[config.mk]
export PLATFORM = sky130hd
export DESIGN_NAME = kbdmus_port_flat
export DESIGN_NICKNAME = d
export VERILOG_FILES = /design/src/rtl/kbdmus_port_if.sv /design/src/rtl/kbdmus_port.sv /design/src/flat_wrapper.sv
export SDC_FILE = /design/constraint.sdc
export NUM_CORES = 1
export LEC_CHECK = 0
export ABC_AREA = 1
export BUFFER_PORTS_ARGS = -buffer_cell sky130_fd_sc_hd__buf_2
export CAP_MARGIN = 10
export CELL_PAD_IN_SITES_DETAIL_PLACEMENT = 1
export CELL_PAD_IN_SITES_GLOBAL_PLACEMENT = 2
export CORE_AREA = 2 2 142 144
export DETAILED_ROUTE_END_ITERATION = 10
export DIE_AREA = 0 0 144 146
export GPL_TIMING_DRIVEN = 1
export PLACE_DENSITY_LB_ADDON = 0.1
export SLEW_MARGIN = 20
export SYNTH_ARGS = -nofsm -noshare
export SYNTH_HDL_FRONTEND = slang
export SYNTH_SLANG_ARGS = --single-unit
[constraint.sdc]
create_clock -name i_fclk -period 2.4 [get_ports i_fclk]
set_clock_uncertainty 0.15 [all_clocks]
set_input_delay 0.72 -clock i_fclk [delete_from_list [all_inputs] [get_ports i_fclk]]
set_output_delay 0.72 -clock i_fclk [all_outputs]
set_load 0.02 [all_outputs]
[src/rtl/kbdmus_port_if.sv]
// Bus between the AVR SPI slave / Z80 port decode (master) and kbdmus_port (slave).
// Carries keyboard matrix, mouse bytes, Z80 row selects and the port read data.
interface kbdmus_port_if;
    logic [39:0] kbd_in;
    logic        kbd_stb;
    logic [7:0]  mus_in;
    logic        mus_xstb;
    logic        mus_ystb;
    logic        mus_btnstb;
    logic        kbd_rd_hold;
    logic [7:0]  zah;
    logic [4:0]  kbd_data;
    logic [7:0]  mus_x;
    logic [7:0]  mus_y;
    logic [7:0]  mus_btn;
    logic        kbd_timeout;

    modport master (
        output kbd_in, kbd_stb, mus_in, mus_xstb, mus_ystb, mus_btnstb, kbd_rd_hold, zah,
        input  kbd_data, mus_x, mus_y, mus_btn, kbd_timeout
    );

    modport slave (
        input  kbd_in, kbd_stb, mus_in, mus_xstb, mus_ystb, mus_btnstb, kbd_rd_hold, zah,
        output kbd_data, mus_x, mus_y, mus_btn, kbd_timeout
    );
endinterface

[src/rtl/kbdmus_port.sv]
// Z80-side keyboard matrix / Kempston mouse holder fed by the AVR SPI slave.
// Matrix updates are deferred during a port #FE read; keys release on refresh timeout.
module kbdmus_port #(
    parameter int unsigned TO_WIDTH  = 24,
    parameter int unsigned TO_CYCLES = 14000000
) (
    input  logic         i_fclk,
    input  logic         i_rst,
    kbdmus_port_if.slave io_bus
);

    localparam logic [39:0]         LP_ALL1 = 40'hFF_FFFF_FFFF;
    localparam logic [TO_WIDTH-1:0] LP_TO   = TO_WIDTH'(TO_CYCLES);

    logic [39:0]         r_active;
    logic [39:0]         r_pending;
    logic                r_pflag;
    logic [TO_WIDTH-1:0] r_cnt;
    logic                r_timeout;
    logic [7:0]          r_mus_x;
    logic [7:0]          r_mus_y;
    logic [7:0]          r_mus_btn;

    logic [39:0]         w_active_nxt;
    logic [39:0]         w_pending_nxt;
    logic                w_pflag_nxt;
    logic [TO_WIDTH-1:0] w_cnt_nxt;
    logic                w_timeout_nxt;
    logic                w_to_event;
    logic [4:0]          w_kbd_data;

    // Exactly one event per stall: only the edge that moves the counter onto TO_CYCLES.
    assign w_to_event = !io_bus.kbd_stb && (LP_TO != '0) && (r_cnt == LP_TO - TO_WIDTH'(1));

    always_comb begin
        w_cnt_nxt     = r_cnt;
        w_timeout_nxt = r_timeout;
        if (io_bus.kbd_stb) begin
            w_cnt_nxt     = '0;
            w_timeout_nxt = 1'b0;
        end else if (r_cnt < LP_TO) begin
            w_cnt_nxt = r_cnt + TO_WIDTH'(1);
            if (w_to_event) begin
                w_timeout_nxt = 1'b1;
            end
        end
    end

    always_comb begin
        w_active_nxt  = r_active;
        w_pending_nxt = r_pending;
        w_pflag_nxt   = r_pflag;
        if (io_bus.kbd_stb && !io_bus.kbd_rd_hold) begin
            w_active_nxt = io_bus.kbd_in;
            w_pflag_nxt  = 1'b0;
        end else if (io_bus.kbd_stb) begin
            w_pending_nxt = io_bus.kbd_in;
            w_pflag_nxt   = 1'b1;
        end else if (w_to_event && !io_bus.kbd_rd_hold) begin
            w_active_nxt = LP_ALL1;
            w_pflag_nxt  = 1'b0;
        end else if (w_to_event) begin
            w_pending_nxt = LP_ALL1;
            w_pflag_nxt   = 1'b1;
        end else if (r_pflag && !io_bus.kbd_rd_hold) begin
            w_active_nxt = r_pending;
            w_pflag_nxt  = 1'b0;
        end
    end

    always_ff @(posedge i_fclk) begin
        if (i_rst) begin
            r_active  <= LP_ALL1;
            r_pending <= LP_ALL1;
            r_pflag   <= 1'b0;
            r_cnt     <= '0;
            r_timeout <= 1'b0;
            r_mus_x   <= 8'h00;
            r_mus_y   <= 8'h00;
            r_mus_btn <= 8'hFF;
        end else begin
            r_active  <= w_active_nxt;
            r_pending <= w_pending_nxt;
            r_pflag   <= w_pflag_nxt;
            r_cnt     <= w_cnt_nxt;
            r_timeout <= w_timeout_nxt;
            if (io_bus.mus_xstb) begin
                r_mus_x <= io_bus.mus_in;
            end
            if (io_bus.mus_ystb) begin
                r_mus_y <= io_bus.mus_in;
            end
            if (io_bus.mus_btnstb) begin
                r_mus_btn <= io_bus.mus_in;
            end
        end
    end

    // Several selected rows AND together, as on a real matrix.
    always_comb begin
        w_kbd_data = 5'b11111;
        for (int r = 0; r < 8; r++) begin
            if (!io_bus.zah[r]) begin
                w_kbd_data = w_kbd_data & r_active[5*r +: 5];
            end
        end
    end

    assign io_bus.kbd_data    = w_kbd_data;
    assign io_bus.mus_x       = r_mus_x;
    assign io_bus.mus_y       = r_mus_y;
    assign io_bus.mus_btn     = r_mus_btn;
    assign io_bus.kbd_timeout = r_timeout;

endmodule

[src/flat_wrapper.sv]
// flat-port wrapper written by rule: the top's interface ports become plain ports
module kbdmus_port_flat 
#(
    parameter int unsigned TO_WIDTH  = 24,
    parameter int unsigned TO_CYCLES = 14000000
)
  (i_fclk, i_rst, io_bus_kbd_in, io_bus_kbd_stb, io_bus_mus_in, io_bus_mus_xstb, io_bus_mus_ystb, io_bus_mus_btnstb, io_bus_kbd_rd_hold, io_bus_zah, io_bus_kbd_data, io_bus_mus_x, io_bus_mus_y, io_bus_mus_btn, io_bus_kbd_timeout);
  kbdmus_port_if io_bus_i ();
  input  logic i_fclk;
  input  logic i_rst;
  input wire logic [$bits(io_bus_i.kbd_in)-1:0] io_bus_kbd_in;
  input wire logic [$bits(io_bus_i.kbd_stb)-1:0] io_bus_kbd_stb;
  input wire logic [$bits(io_bus_i.mus_in)-1:0] io_bus_mus_in;
  input wire logic [$bits(io_bus_i.mus_xstb)-1:0] io_bus_mus_xstb;
  input wire logic [$bits(io_bus_i.mus_ystb)-1:0] io_bus_mus_ystb;
  input wire logic [$bits(io_bus_i.mus_btnstb)-1:0] io_bus_mus_btnstb;
  input wire logic [$bits(io_bus_i.kbd_rd_hold)-1:0] io_bus_kbd_rd_hold;
  input wire logic [$bits(io_bus_i.zah)-1:0] io_bus_zah;
  output wire logic [$bits(io_bus_i.kbd_data)-1:0] io_bus_kbd_data;
  output wire logic [$bits(io_bus_i.mus_x)-1:0] io_bus_mus_x;
  output wire logic [$bits(io_bus_i.mus_y)-1:0] io_bus_mus_y;
  output wire logic [$bits(io_bus_i.mus_btn)-1:0] io_bus_mus_btn;
  output wire logic [$bits(io_bus_i.kbd_timeout)-1:0] io_bus_kbd_timeout;
  assign io_bus_i.kbd_in = io_bus_kbd_in;
  assign io_bus_i.kbd_stb = io_bus_kbd_stb;
  assign io_bus_i.mus_in = io_bus_mus_in;
  assign io_bus_i.mus_xstb = io_bus_mus_xstb;
  assign io_bus_i.mus_ystb = io_bus_mus_ystb;
  assign io_bus_i.mus_btnstb = io_bus_mus_btnstb;
  assign io_bus_i.kbd_rd_hold = io_bus_kbd_rd_hold;
  assign io_bus_i.zah = io_bus_zah;
  assign io_bus_kbd_data = io_bus_i.kbd_data;
  assign io_bus_mus_x = io_bus_i.mus_x;
  assign io_bus_mus_y = io_bus_i.mus_y;
  assign io_bus_mus_btn = io_bus_i.mus_btn;
  assign io_bus_kbd_timeout = io_bus_i.kbd_timeout;
  kbdmus_port #(.TO_WIDTH(TO_WIDTH), .TO_CYCLES(TO_CYCLES)) u_core (.i_fclk(i_fclk), .i_rst(i_rst), .io_bus(io_bus_i));
endmodule
==> results of run 1 <==
[worst max path at each step]
| stage | startpoint | end | slack (ns) | depth (start not counted) |
|---|---|---|---|---|
| after detailed placement | io_bus_zah[3] | io_bus_kbd_data[2] | 0.04 | 4 |
| after CTS | io_bus_zah[3] | io_bus_kbd_data[2] | 0.04 | 4 |
| after global placement | io_bus_zah[3] | io_bus_kbd_data[2] | 0.11 | 4 |
| after global routing | io_bus_zah[7] | io_bus_kbd_data[4] | 0.0003 | 4 |
| after floorplan | io_bus_zah[0] | io_bus_kbd_data[0] | 0.03 | 2 |
| final | io_bus_zah[1] | io_bus_kbd_data[1] | 0.07 | 4 |
[kinds of logic after synthesis]
| kind of cell | after synthesis | synth area share [%] |
|---|---|---|
| adder cells (fa/ha/maj) | 1 | 0.197 |
| buffers and inverters | 79 | 6.56 |
| multiplexers | 40 | 6.29 |
| XOR/XNOR | 15 | 2.06 |
| flip-flops | 130 | 40.9 |
| AND/OR/NAND/NOR | 489 | 33.1 |
| AO/OA/AOI/OAI | 99 | 10.9 |
[sequential cells by signal, summed over array words and instances (netlist names)]
register,count
u_core.r_active,40
u_core.r_pending,40
u_core.r_cnt,24
u_core.io_bus.mus_btn,8
u_core.io_bus.mus_x,8
u_core.io_bus.mus_y,8
u_core.io_bus.kbd_timeout,1
u_core.r_pflag,1
[power breakdown]
| part | total, mW | internal, mW | switching (mW) |
|---|---|---|---|
| combinational | 0.701 | 0.274 | 0.427 |
| sequential | 2.37 | 2.28 | 0.0824 |
| clock | 2.60 | 1.54 | 1.06 |
[layout by cell type (no fill, tap or decap), drive strengths merged]
cell type	count
mux2i	40
o21ai	18
dfxtp	130
buf	112
inv	30
o22ai	18
clkinv	7
xnor2	2
clkinvlp	4
a21oi	20
nand4	4
and2	1
nand3	100
bufinv	2
nor4	4
ha	1
xor2	13
clkbuf	17
nor2	82
nand3b	4
o21a	1
o22a	1
o221ai	1
nor3	4
o211ai	40
nand2	290
[metrics by stage]
step / hold WS, ns / instance area [um2]
finish: 0.309 / 7710
global route: 0.323 / 7710
CTS: 0.313 / 7680
detailed placement: 0.296 / 7100
global placement: 0.291 / 7100
floorplan: 0.292 / 6370
[metal layers]
layer,global-route usage (%),routed length [um]
met5,0,0
met2,34.8,9950
met4,5.29,264
met1,24.8,9290
met3,4.28,677
[worst max-delay path, delay by kind of cell]
| kind | cells | cell delay, ns |
|---|---|---|
| AND/OR/NAND/NOR | 1 | 0.29 |
| buffers and inverters | 2 | 0.36 |
| AO/OA/AOI/OAI | 1 | 0.08 |
[what timing repair did]
item | CTS | global route
endpoints found under the hold margin | 0 | 0
resized for setup | 0 | 8
hold buffers | 0 | 0
buffers inserted | 0 | 0
setup endpoints to repair | 0 | 27
[cell type report]
cell class                      instances  area [um2]  area share, %
Timing Repair Buffer                  112         718           9.32
Clock buffer                           17         425           5.52
Sequential cell                       130        2600           33.8
Multi-Input combinational cell        644        3370           43.7
Clock inverter                         15         158           2.05
Tap cell                              265         332           4.30
Inverter                               28         105           1.36
==> results.json, run 1 <==
{
  "fp.coreArea_um2": 19300,
  "hp-start": "u_core.io_bus.mus_btn[5]$_SDFFE_PP1P_",
  "timing.critical_path.cells": "buf_2 > o22ai_1 > nor4_1 > buf_2",
  "worst_setup_end_kind": "output port",
  "whs_endpoint": "u_core.io_bus.mus_btn[5]$_SDFFE_PP1P_",
  "cts_max_path_buffers": 2,
  "timing.critical_path.slowest_stage_cell": "sky130_fd_sc_hd__nor4_1",
  "syn-cell-area_um2": 6370,
  "synth.net_count": 917,
  "dpl.hpwl_um": 14100,
  "synth_ff_type": "sky130_fd_sc_hd__dfxtp_1",
  "drv_cap": 0,
  "post_synth_inst_count": 853,
  "final_setup_violation_count": 0,
  "path_clk_slew_ns": 0.07,
  "tns_ns": 0,
  "critical_path.max_stage_delay_ns": 0.29,
  "antenna_violations_before_repair": 0,
  "std_cell_rows": 51,
  "maxSlewHeadroom_pct": 52.0,
  "final_core_util_pct": 39.9,
  "grt_pass1_vias": 6393,
  "cts_htree_levels": 4,
  "post_layout_nonfiller_instances": 1211,
  "post_drt_via_cell_ratio": 4.97,
  "layout-area-overhead-vs-synth_pct": 21.1,
  "finish.net_count": 997,
  "worst_path_most_repeated_cell": "sky130_fd_sc_hd__buf_2",
  "final.min_clock_period_ns": 2.33,
  "powerDensity_nw_per_um2": 735,
  "die_outline_width_um": 144,
  "dp_worst_setup_slack_ns": 0.0444,
  "n_fill_cell": 2433,
  "p_leak_nw": 3.53,
  "fraction_of_the_yosys_area_taken_by_sequential_cells_pct": 40.9,
  "max-vdd-ir-drop_uv": 405,
  "critical_path.reg2reg.startpoint": "u_core.r_cnt[0]$_SDFFE_PP0P_",
  "post_synth_num_cell_types": 36,
  "drt_wl_total_um": 20200,
  "remaining_drc_errors": 0,
  "placed_cells_incl_taps": 1179,
  "grt_usage_pct": 20.0,
  "finalWorstSetupSlack_ns": 0.0696,
  "setup.worst_path.class": "in -> out",
  "clk-insertion-delay-late_ns": 0.43,
  "synth_top_cell_area_share_pct": 40.9,
  "fmax_ghz": 0.429,
  "initial_core_util_pct": 32.9,
  "r2r_slack_ns": 0.23,
  "grt_start_max_net_pins": 43,
  "antenna-diode-count": 0,
  "clock_sinks": 130,
  "timing.reg2reg.worst_path_depth": 11,
  "outcome": "finished clean",
  "synth_warnings": 0,
  "routability_congestion": 0.918,
  "cts_made_buffers": 17,
  "detail_route.wl_per_cell_um": 16.7,
  "totalPowerFinal_mw": 5.66,
  "drt-pass1-iter-count": 4,
  "critical_path.startpoint_type": "primary input",
  "share_of_post_route_cells_with_drive_strength_above_1_pct": 19.9,
  "worst_path_maximum_fanout": 5,
  "post-synth-top-count-cell": "sky130_fd_sc_hd__nand2_1",
  "die_h_um": 146,
  "die-area_um2": 21000,
  "asyncSetResetFlopFracSynth_pct": 0,
  "synth_top_cells_by_area": "sky130_fd_sc_hd__dfxtp_1 (41%), sky130_fd_sc_hd__nand2_1 (17%), sky130_fd_sc_hd__nand3_1 (7.5%)",
  "crit_required_ns": 1.53,
  "hold_depth": 2,
  "cp_data_arrival_time_ns": 1.46,
  "tightestPinTransition_ns": 0.714,
  "final_max_slew_viol_count": 0,
  "rsz0062_at_grt": "false",
  "layout_worst_path_cycle_share_pct": 97.1,
  "gr-total-overflow": 0,
  "hold_fails_final_rpt": 0,
  "grt_first_pass_wirelength_um": 33100,
  "postSynthAreaPerCell_um2": 7.46,
  "detailedRoute.firstIterationViolations": 230,
  "detailroute.via_count": 6018,
  "antenna_left": 0,
  "port_buffers": 92,
  "hold_path_class": "reg -> reg",
  "clock_tree_from_tritoncts": "yes",
  "timing.rr.end": "u_core.r_active[28]$_SDFFE_PP1P_",
  "synth_area_leader_cell": "sky130_fd_sc_hd__dfxtp_1",
  "synth.top_cells.by_count": "sky130_fd_sc_hd__nand2_1 (284), sky130_fd_sc_hd__dfxtp_1 (130), sky130_fd_sc_hd__nand3_1 (96), sky130_fd_sc_hd__nor2_1 (75)",
  "clockRootBuffer": "sky130_fd_sc_hd__clkbuf_16",
  "synth_enable_flop_cells": 0,
  "floorplan.io_pins": 93,
  "postSynthRegisterBits": 130
}
No activity file was read; power rests on OpenSTA's default activity.
==> run 2: changes to the inputs <==
--- a/config.mk
+++ b/config.mk
@@ -8,3 +8,3 @@
 export ABC_AREA = 1
-export BUFFER_PORTS_ARGS = -buffer_cell sky130_fd_sc_hd__buf_2
+export BUFFER_PORTS_ARGS = -buffer_cell sky130_fd_sc_hd__buf_4
 export CAP_MARGIN = 10
@@ -12,5 +12,6 @@
 export CELL_PAD_IN_SITES_GLOBAL_PLACEMENT = 2
-export CORE_AREA = 2 2 142 144
+export CORE_AREA = 2 2 140 142
+export CTS_BUF_LIST = sky130_fd_sc_hd__clkbuf_8
 export DETAILED_ROUTE_END_ITERATION = 10
-export DIE_AREA = 0 0 144 146
+export DIE_AREA = 0 0 142 144
 export GPL_TIMING_DRIVEN = 1
--- a/constraint.sdc
+++ b/constraint.sdc
@@ -4,2 +4,2 @@
 set_output_delay 0.72 -clock i_fclk [all_outputs]
-set_load 0.02 [all_outputs]
+set_load 0.1 [all_outputs]
==> run 2 against run 1 <==
Compared with the run above: count of clock-buffer cells in the layout did not move; combinational power rose by 55%; register-to-register slack barely moved; sequential share of layout area fell by 0.70 points; cell count fell by 2.3%; largest cell class unchanged; wire length fell by 0.83%; largest power group is now sequential cells; hold slack improved by 0.015 ns; core utilization rose by 1.9 points.
==> results.json, run 2 (synthesis results as in run 1) <==
{
  "power.sequential.fraction_pct": 43.1,
  "register_area_um2": 2640,
  "clock_sinks": 130,
  "maxSlewHeadroom_pct": 60.8,
  "p_int_mw": 3.78,
  "hold_path_class": "reg -> reg",
  "dpl.hpwl_um": 14300,
  "worstPathBufferInverterCount": 2,
  "p_leak_nw": 3.57,
  "drv_cap": 0,
  "count_of_hold_fix_buffers_inserted_at_cts": 0,
  "worst_setup_end_kind": "output port",
  "max-vdd-ir-drop_uv": 310,
  "cts_htree_levels": 4,
  "crit_required_ns": 1.53,
  "detailedRoute.firstIterationViolations": 228,
  "post_drt_via_cell_ratio": 5.13,
  "powerDensity_nw_per_um2": 693,
  "clock_tree_from_tritoncts": "yes",
  "port_buffers": 92,
  "fmax_ghz": 0.423,
  "detail_route.wl_per_cell_um": 16.9,
  "multi_input_comb_area_um2": 3540,
  "final.hold.worst_slack_ns": 0.324,
  "totalPowerFinal_mw": 5.52,
  "cts_post_setup_buffers_inserted": 0,
  "std_cell_rows": 51,
  "routability_congestion": 0.853,
  "final_setup_violation_count": 0,
  "drt-pass1-iter-count": 4,
  "path_clk_slew_ns": 0.07,
  "critical_path.startpoint_type": "primary input",
  "final_max_slew_viol_count": 0,
  "timing.critical_path.slowest_stage_cell": "sky130_fd_sc_hd__nor4_4",
  "die_h_um": 144,
  "final.min_clock_period_ns": 2.36,
  "most_frequent_cells_in_the_layout": "sky130_fd_sc_hd__nand2_1 (283), sky130_fd_sc_hd__dfxtp_1 (108), sky130_fd_sc_hd__nand3_1 (96), sky130_fd_sc_hd__buf_4 (96), sky130_fd_sc_hd__nor2_1 (75)",
  "grt_pass1_vias": 6592,
  "die_outline_width_um": 142,
  "clk-insertion-delay-late_ns": 0.45,
  "timing.reg2reg.worst_path_depth": 10,
  "cp_data_arrival_time_ns": 1.49,
  "worst_path_maximum_fanout": 5,
  "layout_worst_path_cycle_share_pct": 98.4,
  "net-switching-power_mw": 1.73,
  "cts_max_path_buffers": 2,
  "outcome": "finished clean",
  "power.clock.fraction_pct": 37.0,
  "timing.critical_path.cells": "buf_4 > o22ai_2 > nor4_4 > buf_6",
  "cell_family_with_most_cp_delay": "buffers and inverters",
  "n_fill_cell": 2319,
  "initial_core_util_pct": 33.4,
  "largest_registers": "u_core.r_active: 40 flops, u_core.r_pending: 40 flops, u_core.r_cnt: 24 flops",
  "die-area_um2": 20400,
  "tightestPinTransition_ns": 0.587,
  "gr-total-overflow": 0,
  "finish.net_count": 996,
  "critical_path.max_stage_delay_ns": 0.27,
  "detailroute.via_count": 6072,
  "hold_depth": 2,
  "most_common_library_cell_in_the_layout_ignoring_fill_and_taps": "sky130_fd_sc_hd__nand2_1",
  "clockRootBuffer": "sky130_fd_sc_hd__clkbuf_8",
  "hold_fails_final_rpt": 0,
  "grt_usage_pct": 20.6,
  "antenna-diode-count": 0,
  "fp.coreArea_um2": 19100,
  "remaining_drc_errors": 0,
  "grt_start_max_net_pins": 45,
  "setup.worst_path.class": "in -> out",
  "cts_made_buffers": 17,
  "share_of_post_route_cells_with_drive_strength_above_1_pct": 23.3,
  "combinationalPowerShare_pct": 19.8,
  "layout-area-overhead-vs-synth_pct": 25.1,
  "netSwitchingFraction_pct": 31.4,
  "floorplan.io_pins": 93,
  "grt_first_pass_wirelength_um": 33400,
  "drt_wl_total_um": 20000,
  "antenna_left": 0,
  "antenna_violations_before_repair": 0,
  "cp.depth": 4
}
==> run 2: cell types whose count changed in the layout (fill, tap and decap cells not counted), moves of 7 or more <==
| cell | previous run | this run |
|---|---|---|
| sky130_fd_sc_hd__dfxtp_1 | 129 | 108 |
| sky130_fd_sc_hd__dfxtp_2 | 1 | 20 |
| sky130_fd_sc_hd__o22ai_1 | 18 | 7 |
| sky130_fd_sc_hd__buf_2 | 89 | 0 |
| sky130_fd_sc_hd__o22ai_2 | 0 | 7 |
| sky130_fd_sc_hd__clkbuf_16 | 17 | 0 |
| sky130_fd_sc_hd__clkbuf_8 | 0 | 17 |
| sky130_fd_sc_hd__buf_4 | 15 | 96 |
==> run 2: what timing repair did <==
item                                    4_1_cts  5_1_grt
pin swaps                                     2        3
resized for setup                            20       21
endpoints found under the setup margin        5       65
cloned                                        0        0
==> run 2: cell type report <==
type	instances	area share, %
Tap cell	238	3.74
Sequential cell	130	33.1
Multi-Input combinational cell	644	44.4
Timing Repair Buffer	111	12.1
Inverter	28	1.32
Clock inverter	15	2.40
Clock buffer	17	2.94
==> run 2: power groups by stage <==
stage	sequential, mW	combinational [mW]	clock [mW]
floorplan	2.59	0.572	0
global placement	2.42	1.05	0
detailed placement	2.42	1.07	0
CTS	2.37	1.10	2.13
global route	2.39	1.18	2.21
finish	2.38	1.09	2.04
==> run 2: through the flow <==
stage / cell area (um2) / utilization [%] / worst slack, ns / cells / TNS, ns
floorplan: 6520 / - / -0.353 / 853 / -1.62
global placement: 7430 / 38.9 / -0.0613 / 1151 / -0.0850
detailed placement: 7430 / 38.9 / -0.0923 / 1151 / -0.180
CTS: 7910 / 41.4 / -0.00166 / 1183 / -0.00166
global route: 7970 / 41.7 / -0.000910 / 1183 / -0.00266
finish: 7970 / 41.7 / 0.0375 / 1183 / 0
==> run 2: routing by layer <==
metal	vias to the layer above	global-route usage, %	part of all wire (%)
li1	2995	-	-
met1	2951	25.2	45
met2	100	35.9	50
met3	26	4.04	3.3
met4	0	8.00	1.9
met5	-	0	0
==> run 2: path summary, 6_finish.rpt <==
path / from / endpoint / slack [ns]
setup / recovery: io_bus_zah[7] / io_bus_kbd_data[0] / 0.04
setup reg to reg: u_core.r_cnt[0]$_SDFFE_PP0P_ / u_core.r_pending[5]$_SDFFE_PP1P_ / 0.22
hold / removal: u_core.io_bus.mus_btn[7]$_SDFFE_PP1P_ / u_core.io_bus.mus_btn[7]$_SDFFE_PP1P_ / 0.32
hold reg to reg: u_core.io_bus.mus_btn[7]$_SDFFE_PP1P_ / u_core.io_bus.mus_btn[7]$_SDFFE_PP1P_ / 0.32
==> run 2: worst reg2reg max path: stages, from the launching register on <==
cell and delay (ns):
sky130_fd_sc_hd__dfxtp_1 0.39, sky130_fd_sc_hd__ha_1 0.29, sky130_fd_sc_hd__nand2_2 0.10, sky130_fd_sc_hd__nor2_4 0.21, sky130_fd_sc_hd__nand2_2 0.15, sky130_fd_sc_hd__nor2_4 0.12
sky130_fd_sc_hd__nand3_4 0.09, sky130_fd_sc_hd__nand2_4 0.10, sky130_fd_sc_hd__buf_4 0.27, sky130_fd_sc_hd__o211ai_1 0.15, sky130_fd_sc_hd__nand3_1 0.10
==> run 3: changes to the inputs <==
ABC_AREA = default   (was 1)
ABC_CLOCK_PERIOD_IN_PS = 2400   (was default)
CAP_MARGIN = 15   (was 10)
CORE_AREA = 2 2 126 128   (was 2 2 140 142)
DIE_AREA = 0 0 128 130   (was 0 0 142 144)
==> run 3 against run 2 <==
Compared with the run above: area after synthesis down 15%; register-to-register slack worse by 0.14 ns; power down 6.3%; die area down 19%; hold slack worse by 0.0028 ns; combinational power down 19%; clock power down 5%; design area down 10%; wire length down 14%; count of clock-buffer cells in the layout unchanged; setup slack worse by 0.026 ns; via count down 19%; critical endpoint unchanged.
==> results.json, run 3 <==
{
  "outcome": "finished clean",
  "synth_compound_area_share_pct": 28.9,
  "die-area_um2": 16600,
  "final_core_util_pct": 46.5,
  "synth_adder_area_share_pct": 0.231,
  "grt_usage_pct": 21.0,
  "cts_made_buffers": 17,
  "detailedRoute.firstIterationViolations": 195,
  "final_setup_violation_count": 0,
  "hold_fails_final_rpt": 0,
  "routability_congestion": 0.934,
  "grt_start_max_net_pins": 43,
  "clk-insertion-delay-late_ns": 0.45,
  "placedInstanceArea_um2": 6590,
  "critical_path.reg2reg.startpoint": "u_core.r_cnt[14]$_SDFFE_PP0P_",
  "hold_path_class": "in -> reg",
  "grt_first_pass_wirelength_um": 27000,
  "clock_sinks": 130,
  "die_outline_width_um": 128,
  "drv_cap": 0,
  "final.min_clock_period_ns": 2.39,
  "grt_pass1_vias": 5028,
  "tightestPinTransition_ns": 1.00,
  "postSynthAreaPerCell_um2": 9.77,
  "synth_ff_type": "sky130_fd_sc_hd__dfxtp_1",
  "worst_path_maximum_fanout": 5,
  "hp-start": "io_bus_kbd_in[20]",
  "post_synth_num_cell_types": 47,
  "synth.top_cells.by_count": "sky130_fd_sc_hd__dfxtp_1 (130), sky130_fd_sc_hd__o22a_1 (76), sky130_fd_sc_hd__nor2_1 (53), sky130_fd_sc_hd__nand2_1 (39), sky130_fd_sc_hd__clkbuf_1 (27)",
  "setup.worst_path.class": "in -> out",
  "synth_top_family_by_area": "compound AO/OA/AOI/OAI gates",
  "asyncSetResetFlopFracSynth_pct": 0,
  "synth_top_cell_area_share_pct": 48.1,
  "cts_htree_levels": 4,
  "syn-cell-area_um2": 5410,
  "synth_top_cells_by_area": "sky130_fd_sc_hd__dfxtp_1 (48%), sky130_fd_sc_hd__o22a_1 (12%), sky130_fd_sc_hd__mux2i_1 (3.7%)",
  "whs_endpoint": "u_core.r_pending[20]$_SDFFE_PP1P_",
  "timing.reg2reg.worst_path_depth": 6,
  "max-vdd-ir-drop_uv": 526,
  "clockRootBuffer": "sky130_fd_sc_hd__clkbuf_8",
  "layout_worst_path_cycle_share_pct": 99.5,
  "finish.net_count": 711,
  "critical_path.startpoint_type": "primary input",
  "maxSlewHeadroom_pct": 32.9,
  "path_clk_slew_ns": 0.09,
  "count_of_hold_fix_buffers_inserted_at_cts": 0,
  "multi_input_comb_area_um2": 2840,
  "fraction_of_the_yosys_area_taken_by_sequential_cells_pct": 48.1,
  "hold_depth": 2,
  "post_synth_and_or_nand_nor_area_fraction_pct": 14.2,
  "antenna-diode-count": 0,
  "post_synth_inst_count": 554,
  "powerDensity_nw_per_um2": 721,
  "timing.rr.end": "u_core.r_cnt[19]$_SDFFE_PP0P_",
  "detail_route.wl_per_cell_um": 20.2,
  "layout-area-overhead-vs-synth_pct": 32.4,
  "crit_required_ns": 1.53,
  "postSynthRegisterBits": 130,
  "dpl.hpwl_um": 11600,
  "post_drt_via_cell_ratio": 5.74,
  "most_frequent_cells_in_the_layout": "sky130_fd_sc_hd__buf_4 (102), sky130_fd_sc_hd__dfxtp_1 (102), sky130_fd_sc_hd__o22a_1 (76)",
  "cp_data_arrival_time_ns": 1.52,
  "final_max_slew_viol_count": 0,
  "std_cell_rows": 46,
  "synth_warnings": 0,
  "r2r_slack_ns": 0.08,
  "worst_setup_end_kind": "output port",
  "clock_tree_from_tritoncts": "yes",
  "cts_max_path_buffers": 2,
  "floorplan.io_pins": 93,
  "antenna_violations_before_repair": 0,
  "gr-total-overflow": 0,
  "initial_core_util_pct": 35.1,
  "fp.coreArea_um2": 15400,
  "share_of_post_route_cells_with_drive_strength_above_1_pct": 31.2,
  "rsz0062_at_grt": "true",
  "synth_mux_area_share_pct": 3.91,
  "drt-pass1-iter-count": 4,
  "post_synth_xor_area_fraction_pct": 0.324,
  "port_buffers": 92,
  "die_h_um": 130,
  "n_fill_cell": 1702,
  "synth_area_leader_cell": "sky130_fd_sc_hd__dfxtp_1",
  "largest_registers": "u_core.r_active: 40 flops, u_core.r_pending: 40 flops, u_core.r_cnt: 24 flops",
  "synth.net_count": 618,
  "register_area_um2": 2660,
  "post-synth-top-count-cell": "sky130_fd_sc_hd__dfxtp_1",
  "p_leak_nw": 2.66,
  "drt_wl_total_um": 17200,
  "fmax_ghz": 0.419,
  "antenna_left": 0,
  "synth_enable_flop_cells": 0,
  "detailroute.via_count": 4892,
  "final_cell_area_um2": 7170,
  "remaining_drc_errors": 0
}
## run 3: cell count changes in the layout (fill, tap and decap cells not counted), moves of 40 or more
cell | previous run | this run
sky130_fd_sc_hd__nand3_1 | 96 | 10
sky130_fd_sc_hd__nand2_1 | 283 | 39
sky130_fd_sc_hd__o211ai_1 | 40 | 0
sky130_fd_sc_hd__o22a_1 | 1 | 76
## run 3: how the worst max path moves through the flow
stage                                           from                  to
global route        u_core.r_active[10]$_SDFFE_PP1P_  io_bus_kbd_data[0]
CTS                 u_core.r_active[26]$_SDFFE_PP1P_  io_bus_kbd_data[1]
detailed placement                     io_bus_zah[7]  io_bus_kbd_data[2]
finish                                 io_bus_zah[2]  io_bus_kbd_data[0]
global placement                       io_bus_zah[7]  io_bus_kbd_data[2]
floorplan                              io_bus_zah[7]  io_bus_kbd_data[2]
## run 3: repair_timing
item / 4_1_cts / 5_1_grt
cloned: 0 / 1
pin swaps: 0 / 5
setup buffers: 0 / 1
resized for setup: 20 / 34
setup endpoints to repair: 5 / 58
## run 3: worst max-delay path, cell delays in order
cell and delay [ns]:
sky130_fd_sc_hd__buf_4 0.14, sky130_fd_sc_hd__o22ai_4 0.09, sky130_fd_sc_hd__nor4_4 0.30, sky130_fd_sc_hd__buf_6 0.26
## run 3: final cells by class
cell class | instances | area share (%)
Clock buffer | 17 | 3.26
Clock inverter | 15 | 2.37
Inverter | 6 | 0.314
Multi-Input combinational cell | 374 | 39.6
Sequential cell | 130 | 37.0
Tap cell | 192 | 3.35
Timing Repair Buffer | 118 | 14.0
## run 3: per-layer routing
layer	vias to the layer above	track usage (%)	share of wire, %
met5	-	0	0
met4	0	7.37	1.7
met3	25	5.54	3.6
met2	80	34.7	49
met1	2455	26.6	46
li1	2332	-	-
## run 3: per-stage QoR
step / power [mW] / hold WS, ns / setup TNS [ns] / cells / setup WS, ns
2_1_floorplan: 2.96 / 0.302 / -1.76 / 554 / -0.353
3_3_place_gp: 3.23 / 0.312 / -0.265 / 818 / -0.0683
3_5_place_dp: 3.25 / 0.313 / -0.293 / 818 / -0.0789
4_1_cts: 5.21 / 0.299 / 0 / 850 / 0.00340
5_1_grt: 5.39 / 0.288 / -0.0448 / 852 / -0.0331
6_report: 5.17 / 0.321 / 0 / 852 / 0.0114
## run 3: cell families (layout without fill, tap and decap cells)
kind of cell             after synthesis  count (layout)
flip-flops                           130             130
buffers and inverters                 50             156
AO/OA/AOI/OAI                        194             194
AND/OR/NAND/NOR                      156             156
XOR/XNOR                               2               2
multiplexers                          21              21
adder cells (fa/ha/maj)                1               1
## run 3: power by group
group | total (mW) | switching [mW] | internal, mW
logic | 0.885 | 0.562 | 0.324
registers | 2.34 | 0.0822 | 2.26
clock network | 1.94 | 0.989 | 0.952
total | 5.17 | 1.63 | 3.53
